`src/rtl/mem_stage.sv`:
```
// Memory-access stage: runs a req/ack data-bus transaction for LOAD/STORE and
// passes every other instruction straight through to write-back.
module mem_stage #(
  parameter logic [4:0]  OP_LOAD  = 5'b00010,
  parameter logic [4:0]  OP_STORE = 5'b00011,
  parameter int unsigned TIMEOUT  = 15
) (
  input  logic        clock,
  input  logic        reset,
  input  logic        stage_en,
  input  logic [15:0] mem_ir,
  input  logic [15:0] reg_C,
  input  logic [15:0] smdr1,
  input  logic        dw,
  output logic [15:0] d_addr,
  output logic [15:0] d_wdata,
  output logic        d_we,
  output logic        d_req,
  input  logic [15:0] d_rdata,
  input  logic        d_ack,
  output logic [15:0] wb_ir,
  output logic [15:0] reg_C1,
  output logic        stall,
  output logic        bus_err
);

  typedef enum logic {IDLE, ACCESS} state_t;

  // Counter value on the last wait edge before the access is abandoned.
  localparam logic [7:0] CNT_LAST = 8'(TIMEOUT - 1);

  state_t      state, state_n;
  logic [7:0]  cnt, cnt_n;
  logic [15:0] ir_lat, ir_lat_n;
  logic [15:0] d_addr_n, d_wdata_n, wb_ir_n, reg_C1_n;
  logic        d_we_n, d_req_n, stall_n, bus_err_n;
  logic        is_load, is_store;

  assign is_load  = (mem_ir[15:11] == OP_LOAD);
  assign is_store = (mem_ir[15:11] == OP_STORE) && dw;

  always_comb begin
    state_n   = state;
    cnt_n     = cnt;
    ir_lat_n  = ir_lat;
    d_addr_n  = d_addr;
    d_wdata_n = d_wdata;
    d_we_n    = d_we;
    d_req_n   = d_req;
    stall_n   = stall;
    bus_err_n = bus_err;
    wb_ir_n   = wb_ir;
    reg_C1_n  = reg_C1;
    case (state)
      IDLE: begin
        if (stage_en) begin
          if (is_load || is_store) begin
            ir_lat_n = mem_ir;
            d_addr_n = reg_C;
            d_we_n   = is_store;
            if (is_store) d_wdata_n = smdr1;
            d_req_n  = 1'b1;
            stall_n  = 1'b1;
            cnt_n    = '0;
            state_n  = ACCESS;
          end else begin
            wb_ir_n  = mem_ir;
            reg_C1_n = reg_C;
          end
        end
      end
      ACCESS: begin
        // Ack is tested first so it wins over a coincident timeout.
        if (d_ack) begin
          d_req_n  = 1'b0;
          d_we_n   = 1'b0;
          stall_n  = 1'b0;
          wb_ir_n  = ir_lat;
          reg_C1_n = d_we ? d_addr : d_rdata;
          state_n  = IDLE;
        end else if (cnt == CNT_LAST) begin
          d_req_n   = 1'b0;
          d_we_n    = 1'b0;
          stall_n   = 1'b0;
          bus_err_n = 1'b1;
          wb_ir_n   = '0;
          state_n   = IDLE;
        end else begin
          cnt_n = cnt + 8'd1;
        end
      end
      default: state_n = IDLE;
    endcase
  end

  always_ff @(posedge clock or posedge reset) begin
    if (reset) begin
      state   <= IDLE;
      cnt     <= '0;
      ir_lat  <= '0;
      d_addr  <= '0;
      d_wdata <= '0;
      d_we    <= 1'b0;
      d_req   <= 1'b0;
      stall   <= 1'b0;
      bus_err <= 1'b0;
      wb_ir   <= '0;
      reg_C1  <= '0;
    end else begin
      state   <= state_n;
      cnt     <= cnt_n;
      ir_lat  <= ir_lat_n;
      d_addr  <= d_addr_n;
      d_wdata <= d_wdata_n;
      d_we    <= d_we_n;
      d_req   <= d_req_n;
      stall   <= stall_n;
      bus_err <= bus_err_n;
      wb_ir   <= wb_ir_n;
      reg_C1  <= reg_C1_n;
    end
  end

endmodule

```
`config.mk`:
```
export PLATFORM = sky130hd
export DESIGN_NAME = mem_stage
export DESIGN_NICKNAME = d
export VERILOG_FILES = /design/src/rtl/mem_stage.sv
export SDC_FILE = /design/constraint.sdc
export NUM_CORES = 1
export LEC_CHECK = 0
export ABC_CLOCK_PERIOD_IN_PS = 3100
export CAP_MARGIN = 10
export CORE_MARGIN = 3
export CORE_UTILIZATION = 43
export CTS_BUF_LIST = sky130_fd_sc_hd__clkbuf_8
export DETAILED_ROUTE_END_ITERATION = 16
export GPL_TIMING_DRIVEN = 0
export PLACE_DENSITY_LB_ADDON = 0.08
export SLEW_MARGIN = 15
export SYNTH_ARGS = -nofsm -noshare
export SYNTH_HDL_FRONTEND = slang
export SYNTH_SLANG_ARGS = --single-unit
export TNS_END_PERCENT = 100
```
`constraint.sdc`:
```
create_clock -name clock -period 3.1 [get_ports clock]
set_clock_uncertainty 0.05 [all_clocks]
set_input_delay 0.62 -clock clock [delete_from_list [all_inputs] [get_ports clock]]
set_output_delay 0.62 -clock clock [all_outputs]
set_load 0.03 [all_outputs]
```
==> results of run 1 <==
-- report_power, final --
| part | switching (mW) | internal (mW) | total (mW) |
|---|---|---|---|
| logic | 0.552 | 0.537 | 1.09 |
| registers | 0.128 | 1.39 | 1.52 |
| clock network | 0.439 | 0.460 | 0.899 |
-- layout by cell type, fill, tap and decap left out, types with 3 or more instances in the layout --
master,synthesis,routed
clkdlybuf4s50_1,0,135
dfrtp_1,92,92
mux2_2,44,44
o21ai_0,31,31
nand3_1,21,21
mux2_4,21,21
inv_1,20,19
a21oi_1,19,19
nor2_1,19,19
mux2i_1,16,16
nand2_1,13,13
clkbuf_8,2,11
clkbuf_1,10,10
buf_2,4,4
a21o_1,4,4
buf_4,3,3
and2_1,3,3
-- state kept, by name (all words and copies together), names as in the netlist, 8 cells and up --
register,cells
d_addr,16
d_wdata,16
ir_lat,16
reg_C1,16
wb_ir,16
cnt,8
-- metrics by stage --
stage / setup TNS, ns / utilization [%] / cell area, µm² / hold WS (ns)
final: 0 / 64.17 / 6070 / 0.4189
after global routing: 0 / 64.17 / 6070 / 0.4374
after CTS: 0 / 64.17 / 6070 / 0.4257
after detailed placement: 0 / 61.80 / 5846 / 0.4047
after global placement: -136.88 / 61.48 / 5816 / 0.3927
after floorplan: 0 / - / 4303 / 0.3843
-- worst max path at each step --
stage	endpoint	slack (ns)	start	depth (start not counted)
4_1_cts	d_wdata[7]	0.68	mem_ir[13]	6
3_3_place_gp	cnt[5]	-1.49	reset	2
2_1_floorplan	bus_err	0.04	reset	1
6_report	d_wdata[5]	0.71	mem_ir[13]	6
3_5_place_dp	d_wdata[5]	0.30	mem_ir[13]	6
5_1_grt	d_wdata[6]	0.64	mem_ir[13]	6
-- final cells by class --
cell class | count | area [µm²]
Fill cell | 774 | 3390
Sequential cell | 92 | 2302
Multi-Input combinational cell | 222 | 1783
Timing Repair Buffer | 136 | 1379
Tap cell | 129 | 161.4
Buffer | 23 | 142.6
Clock buffer | 9 | 123.9
Clock inverter | 7 | 100.1
Inverter | 20 | 77.57
-- logic make-up (layout without fill, tap and decap cells) --
| kind of cell | after synthesis | in the layout | share of synthesized area [%] |
|---|---|---|---|
| AND/OR/NAND/NOR | 72 | 72 | 8.811 |
| buffers and inverters | 43 | 195 | 5.060 |
| adder cells (fa/ha/maj) | 2 | 2 | 0.5815 |
| flip-flops | 92 | 92 | 53.50 |
| multiplexers | 81 | 81 | 22.56 |
| XOR/XNOR | 1 | 1 | 0.2036 |
| AO/OA/AOI/OAI | 66 | 66 | 9.276 |
-- metal layers --
| layer | wire length, µm | vias to the layer above |
|---|---|---|
| met2 | 5226 | 82 |
| li1 | - | 1540 |
| met1 | 4534 | 1584 |
| met3 | 573 | 16 |
| met5 | 0 | - |
| met4 | 195 | 0 |
==> metrics.md, run 1 <==
| Metric | Value |
|---|---|
| Status | `completed` |
| Data arrival time of the critical path | `2.59 ns` |
| Post-synthesis sequential area ratio | `53.50%` |
| CP max-delay cell | `clkdlybuf4s50_1` |
| Crit Reg-Reg Startpoint | `cnt[0]` |
| CP Data Required Time | `3.30 ns` |
| Htree depth | `3` |
| Post-synth top cells | `92 x dfrtp_1, 44 x mux2_2, 31 x o21ai_0` |
| DRT Pass-1 Iters | `4` |
| IO buf count | `135` |
| Reg2reg end | `wb_ir[4]` |
| Rows | `35` |
| CTS tree | `built` |
| # resized after CTS | `0` |
| Max-Cap Viols | `0` |
| Post-layout net count | `575` |
| Worst-case clock buffer depth | `2` |
| Share of the synthesized area in the top cell type | `53.50%` |
| Leakage | `2.685 nW` |
| Vias in the first global route | `3352` |
| Slew Limit Fails | `0` |
| Clock transition at path regs | `0.10 ns` |
| Worst hold stages | `1` |
| Synth Area per Inst | `12.05 µm²` |
| CTS Buf Count | `9` |
| Final period utilization | `77.03%` |
| Clock Sinks | `92` |
| Least-Margin Pin Slew | `0.6369 ns` |
| Die ar. | `11240 µm²` |
| Endpoint, Worst Hold | `bus_err` |
| Starting density of the core | `45.49%` |
| Hold_sp | `bus_err` |
| Largest net degree at the start of global routing | `60` |
| Post-CTS Setup Bufs | `0` |
| Core footprint | `9459 µm²` |
| RSZ-0062 raised after global routing | `no` |
| Grt met2 use | `32.65%` |
| Cell taking the most area after synthesis | `dfrtp_1` |
| Synth top area cells | `dfrtp_1 54%, mux2_2 12%, mux2_4 7.3%` |
| Busiest metal layer after global routing | `met2` |
| Synth Net Count | `428` |
| Via count | `3222` |
| CP max FO | `10` |
| Number of synthesized flops with an enable pin | `0` |
| Count leader, synth | `dfrtp_1` |
| Die height | `106.0 µm` |
| Post-DR wirelength/cell | `16.50 µm` |
| Share of cells above drive strength 1 | `19.84%` |
| Top delay family on crit path | `buffers and inverters` |
| Worst Path Buf+Inv | `3` |
| CP max stage delay | `0.46 ns` |
| Placed Cells | `622` |
| Routability cong. | `0.7764` |
| Number of nets with antenna violations after routing | `0` |
| Yosys warnings | `0` |
| Hold crit path type | `reg2reg` |
| Root Driver | `clkbuf_8` |
| Chip Width | `106.0 µm` |
| Io pins | `137` |
| PwrDens | `577.7 nW/µm²` |
| First DRT Iteration DRCs | `132` |
| Final setup fails | `0` |
| Worst slew margin | `57.54%` |
| Met1 Use GR | `24.17%` |
| N_diodes | `0` |
| Hold buffers post-CTS | `0` |
| FF+latch count, synth | `92` |
| Worst setup margin | `0.7120 ns` |
| Syn Inst Count | `357` |
| Worst-Skew Late Latency | `0.35 ns` |
| Post-route insts no fill | `638` |
| Crit Path Class | `in2reg` |
| Power, Total | `3.507 mW` |
| DP HPWL | `7.717 mm` |
| Initial antenna violation count | `0` |
| Hold Fails Final Rpt | `0` |
| Max Fclk | `0.4188 GHz` |
| Synth cell types | `45` |
| Area of the mapped netlist | `4303 µm²` |
| Number of remaining DRC errors | `0` |
| All-Layer GR Usage | `19.23%` |
| VDD IR max | `0.2743 mV` |
| Dpl ws | `0.2958 ns` |
| Worst reg2reg path depth | `7` |
| R2R setup slack | `1.00 ns` |
| Via density | `5.050` |
| Grt total ovfl | `0` |
| Fin crit period | `2.388 ns` |
| First-pass GRT wire length | `17.11 mm` |
| Critical path capture point type | `flop` |
| Top_reg_cell synth | `dfrtp_1` |
| Worst path cell trace | `clkdlybuf4s50_1, nor4b_4, and4_1, buf_2, buf_4, mux2_2` |
| WL final | `10.53 mm` |
| Area Growth Syn to Fin | `41.06%` |
| Worst Setup Start Kind | `input pin` |
| Async set-reset flop share out of synthesis | `100.0%` |
| GR Util met3 | `4.068%` |
Note: power is estimated with default switching activity, not from simulation.
==> inputs of run 2 (changes only) <==
--- a/config.mk
+++ b/config.mk
@@ -5,10 +5,10 @@
 export SDC_FILE = /design/constraint.sdc
 export NUM_CORES = 1
 export LEC_CHECK = 0
-export ABC_CLOCK_PERIOD_IN_PS = 3100
+export ABC_CLOCK_PERIOD_IN_PS = 2400
 export CAP_MARGIN = 10
 export CORE_MARGIN = 3
-export CORE_UTILIZATION = 43
+export CORE_UTILIZATION = 48
 export CTS_BUF_LIST = sky130_fd_sc_hd__clkbuf_8
 export DETAILED_ROUTE_END_ITERATION = 16
 export GPL_TIMING_DRIVEN = 0
==> constraint.sdc (replaced) <==
create_clock -name clock -period 2.4 [get_ports clock]
set_clock_uncertainty 0.05 [all_clocks]
set_input_delay 0.48 -clock clock [delete_from_list [all_inputs] [get_ports clock]]
set_output_delay 0.48 -clock clock [all_outputs]
set_load 0.03 [all_outputs]
==> metrics.md, run 2 (synthesis gave the netlist of run 1 again) <==
| Metric | Value |
|---|---|
| Comb pwr share | `32.4% (+1.3 points)` |
| Worst setup margin | `0.1593 ns (-0.5527 ns)` |
| Least-Margin Pin Slew | `0.7470 ns (+0.1102 ns)` |
| Crit. Startpoint | `mem_ir[13]` |
| Design Area, Final | `6015 µm² (-0.91%)` |
| Crit Reg-Reg Startpoint | `cnt[0]` |
| All-Layer GR Usage | `21.60% (+2.4 points)` |
| Hold crit path type | `reg2reg` |
| CP max stage delay | `0.47 ns (about the same)` |
| CTS tree | `built` |
| PwrDens | `727.8 nW/µm² (+26%)` |
| Most common cell after layout, fill and taps aside | `clkdlybuf4s50_1` |
| Leakage | `2.679 nW (-0.24%)` |
| Number of nets with antenna violations after routing | `0 (unchanged)` |
| Largest net degree at the start of global routing | `36 (-40%)` |
| Die height | `100.7 µm (-5.1%)` |
| Area Growth Syn to Fin | `39.78%` |
| Core footprint | `8464 µm² (-11%)` |
| First-pass GRT wire length | `17.06 mm (-0.33%)` |
| First DRT Iteration DRCs | `122 (-7.6%)` |
| Post-layout net count | `576 (+0.17%)` |
| WL final | `10.67 mm (+1.4%)` |
| Fin crit period | `2.241 ns` |
| CP Data Required Time | `2.59 ns (-0.71 ns)` |
| Hold buffers post-CTS | `0 (unchanged)` |
| Final setup fails | `0 (unchanged)` |
| Number of remaining DRC errors | `0 (unchanged)` |
| Hold Fails Final Rpt | `0 (unchanged)` |
| CP max FO | `10 (unchanged)` |
| Crit Path Class | `in2reg` |
| Sw power | `1.418 mW (+27%)` |
| Vias in the first global route | `3508 (+4.7%)` |
| DP HPWL | `7.938 mm (+2.9%)` |
| Reg power frac | `44.9% (+1.6 points)` |
| Starting density of the core | `50.84% (+5.3 points)` |
| # resized after CTS | `0 (unchanged)` |
| Htree depth | `3 (unchanged)` |
| Switching share of power | `32.39% (+0.45 points)` |
| Routability cong. | `0.7603 (-2.1%)` |
| Dpl ws | `-0.2269 ns (-0.5227 ns)` |
| Chip Width | `100.7 µm (-5.1%)` |
| Via density | `5.293 (+4.8%)` |
| Filler cells | `633 (-18%)` |
| Io pins | `137 (unchanged)` |
| Slew Limit Fails | `0 (unchanged)` |
| Via count | `3255 (+1.0%)` |
| Clock power share | `22.8% (-2.8 points)` |
| Post-DR wirelength/cell | `17.36 µm (+5.2%)` |
| CTS Buf Count | `9 (unchanged)` |
| Placed cell areas | `5829 µm² (-0.28%)` |
| Max-Cap Viols | `0 (unchanged)` |
| Rows | `33 (-5.7%)` |
| Initial antenna violation count | `0 (unchanged)` |
| Worst slew margin | `50.09% (-7.4 points)` |
| RSZ-0062 raised after global routing | `no` |
| Grt total ovfl | `0 (unchanged)` |
| Power, Total | `4.378 mW (+25%)` |
| DRT Pass-1 Iters | `4 (unchanged)` |
| VDD IR max | `0.3842 mV (+40%)` |
| Pint | `2.960 mW (+24%)` |
| Share of cells above drive strength 1 | `19.41% (-0.43 points)` |
| IO buf count | `135 (unchanged)` |
| Top delay family on crit path | `buffers and inverters` |
| Post-CTS Setup Bufs | `0 (unchanged)` |
| Status | `completed` |
| Clock transition at path regs | `0.09 ns (about the same)` |
| CP max-delay cell | `clkdlybuf4s50_1` |
| Clock Sinks | `92 (unchanged)` |
| Worst Path Buf+Inv | `3 (unchanged)` |
| Worst path cell trace | `clkdlybuf4s50_1, nor4b_4, and4_1, buf_2, buf_4, mux2_2` |
| Critical path capture point type | `flop` |
| Die ar. | `10140 µm² (-9.8%)` |
| Worst Setup Start Kind | `input pin` |
| Final period utilization | `93.36%` |
| Worst-Skew Late Latency | `0.35 ns (about the same)` |
| Data arrival time of the critical path | `2.44 ns (-0.15 ns)` |
| Most frequent cells in the layout | `135 x clkdlybuf4s50_1, 92 x dfrtp_1, 44 x mux2_2` |
| N_diodes | `0 (unchanged)` |
| Worst-case clock buffer depth | `2 (unchanged)` |
| Root Driver | `clkbuf_8` |
| Hold_sp | `bus_err` |
| Max Fclk | `0.4463 GHz` |
[run 2: cell count changes in the layout (fill, tap and decap cells not counted), sizes merged]
cell and delta:
bufinv -1, buf +1, clkinv -1, clkinvlp +1
inv +1
[run 2: area by class of cell]
class                      count  area, µm²  share of cell area [%]
buffer                        23      142.6                   2.372
clock buffer                   9      123.9                   2.059
clock inverter                 7      61.31                   1.019
inverter                      20      78.83                   1.311
multi-input combinational    222       1783                   29.64
sequential                    92       2302                   38.28
tap                          105      131.4                   2.184
timing repair buffer         137       1391                   23.13
[run 2: final timing paths]
kind | endpoint | slack [ns] | cells after the start
worst max-delay path | d_wdata[5] | 0.16 | 6
worst min register to register | bus_err | 0.42 | 1
worst min-delay path | bus_err | 0.42 | 1
max in group asynchronous | reg_C1[0] | 1.14 | 3
worst max register to register | wb_ir[8] | 0.32 | 7
min in group asynchronous | wb_ir[3] | 0.54 | 2
[run 2: power by group through the flow]
stage	Combinational [mW]	Clock (mW)	Sequential [mW]
5_1_grt	1.51	1.08	1.99
2_1_floorplan	0.440	0	2.34
4_1_cts	1.44	1.01	1.96
3_3_place_gp	1.40	0	1.97
3_5_place_dp	1.43	0	1.99
6_report	1.42	0.996	1.96
[run 2: stage by stage]
step	hold slack (ns)	instances	util, %	TNS [ns]
3_5_place_dp	0.3970	599	68.87	-6.032
2_1_floorplan	0.3843	357	-	0
4_1_cts	0.4155	615	71.06	0
5_1_grt	0.4382	615	71.06	0
6_report	0.4161	615	71.06	0
3_3_place_gp	0.3926	597	68.40	-25.91
[run 2: per-layer routing]
metal  global-route usage, %  vias up  share of wire, %
met4                   8.497        0               2.3
met5                       0        -                 0
met3                   6.090       18               7.6
li1                        -     1538                 -
met1                   26.52     1588                40
met2                   35.95      111                50
